**config.mk**
```make
export PLATFORM = sky130hd
export DESIGN_NAME = card_pair_controller
export DESIGN_NICKNAME = d
export VERILOG_FILES = /design/src/rtl/card_pair_controller.sv
export SDC_FILE = /design/constraint.sdc
export NUM_CORES = 1
export LEC_CHECK = 0
export ABC_AREA = 1
export CORE_MARGIN = 3
export CORE_UTILIZATION = 53
export DETAILED_ROUTE_END_ITERATION = 8
export PLACE_DENSITY = 0.9
export SETUP_SLACK_MARGIN = 0.1
export SLEW_MARGIN = 20
export SYNTH_ARGS = -nofsm -noshare
export SYNTH_HDL_FRONTEND = slang
export SYNTH_SLANG_ARGS = --single-unit
```
**constraint.sdc**
```tcl
create_clock -name clk -period 2.16 [get_ports clk]
set_input_delay 0.648 -clock clk [delete_from_list [all_inputs] [get_ports clk]]
set_output_delay 0.648 -clock clk [all_outputs]
set_load 0.05 [all_outputs]
```
**src/rtl/card_pair_controller.sv**
```systemverilog
// card_pair_controller: turns mouse clicks into card selections on the 4x4 memory board,
// compares each selected pair, and tracks face-up / matched bitmaps plus game completion.

module card_hit #(
  parameter int X0 = 0,
  parameter int Y0 = 0,
  parameter int W  = 128,
  parameter int H  = 128
) (
  input  logic [11:0] x,
  input  logic [11:0] y,
  output logic        hit
);
  localparam logic [12:0] XL = 13'(X0);
  localparam logic [12:0] XR = 13'(X0 + W);
  localparam logic [12:0] YT = 13'(Y0);
  localparam logic [12:0] YB = 13'(Y0 + H);

  // half-open box: the pixel at X0+W already belongs to the gap
  assign hit = ({1'b0, x} >= XL) && ({1'b0, x} < XR) &&
               ({1'b0, y} >= YT) && ({1'b0, y} < YB);
endmodule

module card_pair_controller #(
  parameter int GRID_X      = 192,
  parameter int GRID_Y      = 64,
  parameter int CARD_W      = 128,
  parameter int CARD_H      = 128,
  parameter int GAP         = 32,
  parameter int SHOW_CYCLES = 65_000_000
) (
  input  logic        clk,
  input  logic        rst,
  input  logic        start,
  input  logic [11:0] xpos,
  input  logic [11:0] ypos,
  input  logic        left,
  input  logic [63:0] card_values,
  output logic [15:0] face_up,
  output logic [15:0] matched,
  output logic [3:0]  pairs_found,
  output logic [7:0]  moves,
  output logic        game_done
);
  localparam int          NUM_CARDS = 16;
  localparam logic [26:0] SHOW_LOAD = 27'(SHOW_CYCLES - 1);

  typedef enum logic [2:0] {IDLE, FIRST, SECOND, COMPARE, SHOW, DONE} state_t;

  state_t      state, state_nx;
  logic        left_d;
  logic        click;
  logic [11:0] x_q, y_q;
  logic [2:1]  vld_pipe;
  logic [15:0] on_card;
  logic [3:0]  hit_enc, hit_idx;
  logic        accept;
  logic [3:0]  first_idx, second_idx, first_nx, second_nx;
  logic [3:0]  id_first, id_second;
  logic [15:0] face_up_nx, matched_nx;
  logic [3:0]  pairs_nx;
  logic [7:0]  moves_nx;
  logic [26:0] cnt, cnt_nx;
  logic        expire, expire_nx;

  assign click = left & ~left_d;

  for (genvar i = 0; i < NUM_CARDS; i++) begin : g_card
    card_hit #(
      .X0(GRID_X + (i % 4) * (CARD_W + GAP)),
      .Y0(GRID_Y + (i / 4) * (CARD_H + GAP)),
      .W (CARD_W),
      .H (CARD_H)
    ) u_hit (
      .x  (x_q),
      .y  (y_q),
      .hit(on_card[i])
    );
  end

  // cards never overlap, so at most one bit of on_card is set
  always_comb begin
    hit_enc = '0;
    for (int i = 0; i < NUM_CARDS; i++)
      if (on_card[i]) hit_enc = hit_enc | 4'(i);
  end

  assign accept    = vld_pipe[2] && !face_up[hit_idx] && !matched[hit_idx];
  assign id_first  = card_values[{first_idx, 2'b00} +: 4];
  assign id_second = card_values[{second_idx, 2'b00} +: 4];
  assign game_done = (state == DONE);

  always_ff @(posedge clk) begin
    if (rst) begin
      state       <= IDLE;
      left_d      <= 1'b0;
      x_q         <= '0;
      y_q         <= '0;
      vld_pipe    <= '0;
      hit_idx     <= '0;
      face_up     <= '0;
      matched     <= '0;
      pairs_found <= '0;
      moves       <= '0;
      first_idx   <= '0;
      second_idx  <= '0;
      cnt         <= '0;
      expire      <= 1'b0;
    end else begin
      left_d      <= left;
      x_q         <= xpos;
      y_q         <= ypos;
      vld_pipe[1] <= start & click;
      vld_pipe[2] <= start & vld_pipe[1] & (|on_card);
      hit_idx     <= hit_enc;
      state       <= state_nx;
      face_up     <= face_up_nx;
      matched     <= matched_nx;
      pairs_found <= pairs_nx;
      moves       <= moves_nx;
      first_idx   <= first_nx;
      second_idx  <= second_nx;
      cnt         <= cnt_nx;
      expire      <= expire_nx;
    end
  end

  always_comb begin
    state_nx   = state;
    face_up_nx = face_up;
    matched_nx = matched;
    pairs_nx   = pairs_found;
    moves_nx   = moves;
    first_nx   = first_idx;
    second_nx  = second_idx;
    cnt_nx     = cnt;
    expire_nx  = expire;
    if (!start || state == IDLE) begin
      face_up_nx = '0;
      matched_nx = '0;
      pairs_nx   = '0;
      moves_nx   = '0;
      first_nx   = '0;
      second_nx  = '0;
      cnt_nx     = '0;
      expire_nx  = 1'b0;
      state_nx   = start ? FIRST : IDLE;
    end else begin
      case (state)
        FIRST: if (accept) begin
          face_up_nx[hit_idx] = 1'b1;
          first_nx            = hit_idx;
          state_nx            = SECOND;
        end
        SECOND: if (accept) begin
          face_up_nx[hit_idx] = 1'b1;
          second_nx           = hit_idx;
          if (moves != 8'hFF) moves_nx = moves + 1'b1;
          state_nx            = COMPARE;
        end
        COMPARE: if (id_first == id_second) begin
          matched_nx[first_idx]  = 1'b1;
          matched_nx[second_idx] = 1'b1;
          face_up_nx[first_idx]  = 1'b0;
          face_up_nx[second_idx] = 1'b0;
          pairs_nx               = pairs_found + 1'b1;
          state_nx               = (pairs_found == 4'd7) ? DONE : FIRST;
        end else begin
          cnt_nx   = SHOW_LOAD;
          state_nx = SHOW;
        end
        // one extra cycle after reaching zero keeps the pair up SHOW_CYCLES+1 edges past COMPARE
        SHOW: if (cnt != '0) begin
          cnt_nx = cnt - 1'b1;
        end else if (!expire) begin
          expire_nx = 1'b1;
        end else begin
          face_up_nx[first_idx]  = 1'b0;
          face_up_nx[second_idx] = 1'b0;
          expire_nx              = 1'b0;
          state_nx               = FIRST;
        end
        DONE:    state_nx = DONE;
        default: state_nx = IDLE;
      endcase
    end
  end
endmodule

```
==> results.md <==
* Port Buffers at 126
* First DRT Iteration DRCs at approximately 1100
* Post-synth ARST share at 0%
* Area growth from synthesis to layout at 30.6%
* Synth cell count leaders: nand2_1, nor2_1, dfxtp_1
* H-tree Lvls at 3
* Io pins at approximately 140
* Crit path kind: flop to flop
* Reg-to-reg slack, setup at ~0.016 ns
* Fin util at around 71%
* R2R depth at 18
* Initial core utilization at a little over half
* Fmax at 466 MHz
* Post-synthesis sequential area ratio at between 20% and 30%
* Worst path max stage delay at between 0.3 and 0.4 ns
* Core Box Area at approximately 13000 um^2
* Top cells by area, synth: dfxtp_1, nand2_1, nor2_1
* Worst hold endpoint: vld_pipe[1]
* CP dominant cell by count: nand2_1
* Setup_tns at 0 ns
* Die ar. at around 15000 um^2
* CTS tree: yes
* RSZ-0062 raised after global routing: true
* MaxCap Viol Count at 0
* Synthesized cell area at 7290 um^2
* Iteration count of the initial detailed-routing pass at 6
* Site row count at 42
* DRC at 0
* NetSw at 1.04 mW
* Synth Flop Type: dfxtp_1
* Clk slew on worst S/H paths at 0.07 ns
* CP max stage cell: dfxtp_4
* Post-DP HPWL at about 15 mm
* HP Class: flop to flop
* Slew @ Worst Pin at between 0.5 and 0.6 ns
* Syn nets at between 1000 and 1500
* Initial antenna violation count at 0
* Clock buffer depth at 2
* Leakage Power at roughly 4.6 nW
* CTS Sinks at approximately 100
* Fin worst setup slack at ~0.016 ns
* Placed cell areas at about 9000 um^2
* Final min period at about 2.1 ns
* Final Hold Viols at 0
* Distinct cell type count after synthesis at 40
* Pwr Total at ~4.0 mW
* Cell family with most CP delay: simple AND/OR/NAND/NOR gates
* CTS Root Cell: clkbuf_16
* CP startpoint kind: flop
* Fin nets at about 1500
* Setup violators final at 0
* Via Count at 8872
* Clk network pwr share at about two fifths
* Final slew viol count at 0
* Synth Instances at between 1000 and 1500
* R2R Path Start: second_idx[0]
* Status: complete, no violations
* Die W at ~120 um
* Dpl ws at -0.530 ns
* Largest net degree at the start of global routing at 45
* Layout cell share with drive strength beyond 1 at roughly 16%
* Worst Path Arrival at 2.42 ns
* Final period utilization at between 90% and 100%
* Hold_buf cts at 0
* Syn avg cell area at 5.71 um^2
* Crit. End Element: flop
* Number of global-route vias before repair at around 7600
* Combinational power share at around an eighth
* Vias/cell at approximately 5.5
* Post-synth EDFFs at 0
* WP buf/inv at 4
* Synth warn at 0
* Crit Path Max Fanout at 10
* Gr usage total at ~28%
* Avg WL per Cell at around 14 um
* VDD IR max at 0.446 mV
* Post-DRT Antenna Nets at 0
* Most frequent cell after synthesis: nand2_1
* Sequential share of power at 49.2%
* Register area at 2100 um^2
* Crit-path cells: buf_6, clkbuf_16, nand2_1, nand2_1, nand2_1, nand2_1, nand2_1, nand2_1, inv_1, nand2_1, nand2_1, nand2_2, nor2_4, nand2_2, nand2_4, buf_8, nand3_1, a21oi_1
* Final Cell Area at roughly 9500 um^2
* Yosys reg bits at approximately 100
* Final wirelength at between 20 and 25 mm
* Total CTS buffers at 9
* Final estimated routing congestion in global placement at 0.960
* Slew HR at 62.7%
* Multi-input combinational cell area at between 4000 and 5000 um^2
* Layout fillers at approximately 1100
* Global-route wire length before repair at between 30 and 40 mm
* Setup Skew at around 0.014 ns
* Power per cell area at 417 nW/um^2
* WHS Path Cells at 1
* Die H at between 100 and 150 um
* Hold path startpoint: left_d
* P_int at approximately 2.9 mW
* Worst-Skew Late Latency at 0.36 ns
* Post-synth top area share at 28.5%
* Switching Share at 26.1%
* Reg2reg end: face_up[13]
* Synth area leader: dfxtp_1
* Remaining Overflow, GRT at 0
* Critical Path RT at about 2.4 ns
stage by stage:
step                hold slack (ns)  instances
floorplan                     0.375       1278
CTS                           0.396       1605
global placement              0.378       1588
finish                        0.396       1621
detailed placement            0.392       1588
global route                  0.440       1620
cells by family (layout without fill, tap and decap cells):
kind of cell / after synthesis / count (layout) / synth area share, %
buffers and inverters: 163 / 329 / 10.5
DFF: 104 / 104 / 28.5
AOI/OAI and AO/OA: 177 / 177 / 12.5
and+or+nand+nor: 817 / 817 / 46.2
xor gates and xnor gates: 13 / 13 / 1.56
adders and majority gates: 4 / 4 / 0.686
other: 0 / 1 / 0
power groups by stage:
stage               clock (mW)  sequential (mW)  combinational [mW]
floorplan                    0             1.99               0.233
global placement             0             2.00               0.454
detailed placement           0             2.00               0.464
CTS                       1.57             1.96               0.443
global route              1.65             1.96               0.515
finish                    1.55             1.95               0.466
repair_timing:
item | in CTS | in global routing
pin swaps | 52 | 15
gates cloned | 0 | 6
buffers inserted | 2 | 9
resized for setup | 107 | 66
endpoints found under the setup margin | 74 | 83
area by class of cell:
type | instances | share of cell area, %
repair inverters | 1 | 0.0920
multi-input cells | 1011 | 49.3
flip-flops and latches | 104 | 22.0
diodes | 1 | 0.0263
repair buffers | 198 | 18.7
clock buffers | 10 | 2.40
well taps | 176 | 2.31
inverters | 115 | 4.72
clock inverters | 5 | 0.420
worst reg2reg max path, delay by kind of cell, from the launching register on:
kind / cells / cell delay, ns
simple gates: 13 / 1.03
flops: 1 / 0.37
buf+inv: 4 / 0.52
compound gates: 1 / 0.15
state kept, by name (all words and copies together), names as in the netlist:
register and flops:
x_q 7, pairs_found 4, left_d 1, first_idx 4, matched 16, state 3, cnt 27, y_q 7
vld_pipe 2, second_idx 4, face_up 16, moves 8, hit_idx 4, expire 1
cell usage in the layout, fill, tap and decap left out, types with 7 or more instances in the layout:
| cell | instances |
|---|---|
| nor2_1 | 149 |
| inv_1 | 92 |
| clkbuf_16 | 12 |
| xor2_1 | 7 |
| dfxtp_1 | 98 |
| or2_2 | 15 |
| nand3_2 | 9 |
| nand3_1 | 85 |
| o21ai_1 | 21 |
| a21oi_1 | 84 |
| o21ai_0 | 54 |
| clkdlybuf4s50_1 | 17 |
| nand2_2 | 21 |
| nor3_1 | 16 |
| nor2_2 | 10 |
| buf_4 | 98 |
| inv_2 | 16 |
| dlygate4sd2_1 | 64 |
| nand2_1 | 482 |
how the worst max path moves through the flow:
| stage | start | end | slack (ns) | depth (start not counted) |
|---|---|---|---|---|
| after floorplan | card_values[18] | face_up[2] | 0.16 | 16 |
| after global placement | card_values[12] | pairs_found[0] | -0.43 | 15 |
| after CTS | second_idx[0] | pairs_found[1] | 0.07 | 15 |
| final | second_idx[0] | face_up[13] | 0.02 | 18 |
| after global routing | second_idx[0] | face_up[13] | -0.12 | 18 |
| after detailed placement | card_values[8] | pairs_found[1] | -0.53 | 15 |
metal layers:
layer	track usage (%)	vias up	wire (um)
met5	0	-	0
met4	9.76	0	747
met3	4.94	82	2310
met2	48.5	490	11100
met1	36.3	3933	9170
li1	-	4367	-
No activity file was read; power rests on OpenSTA's default activity.
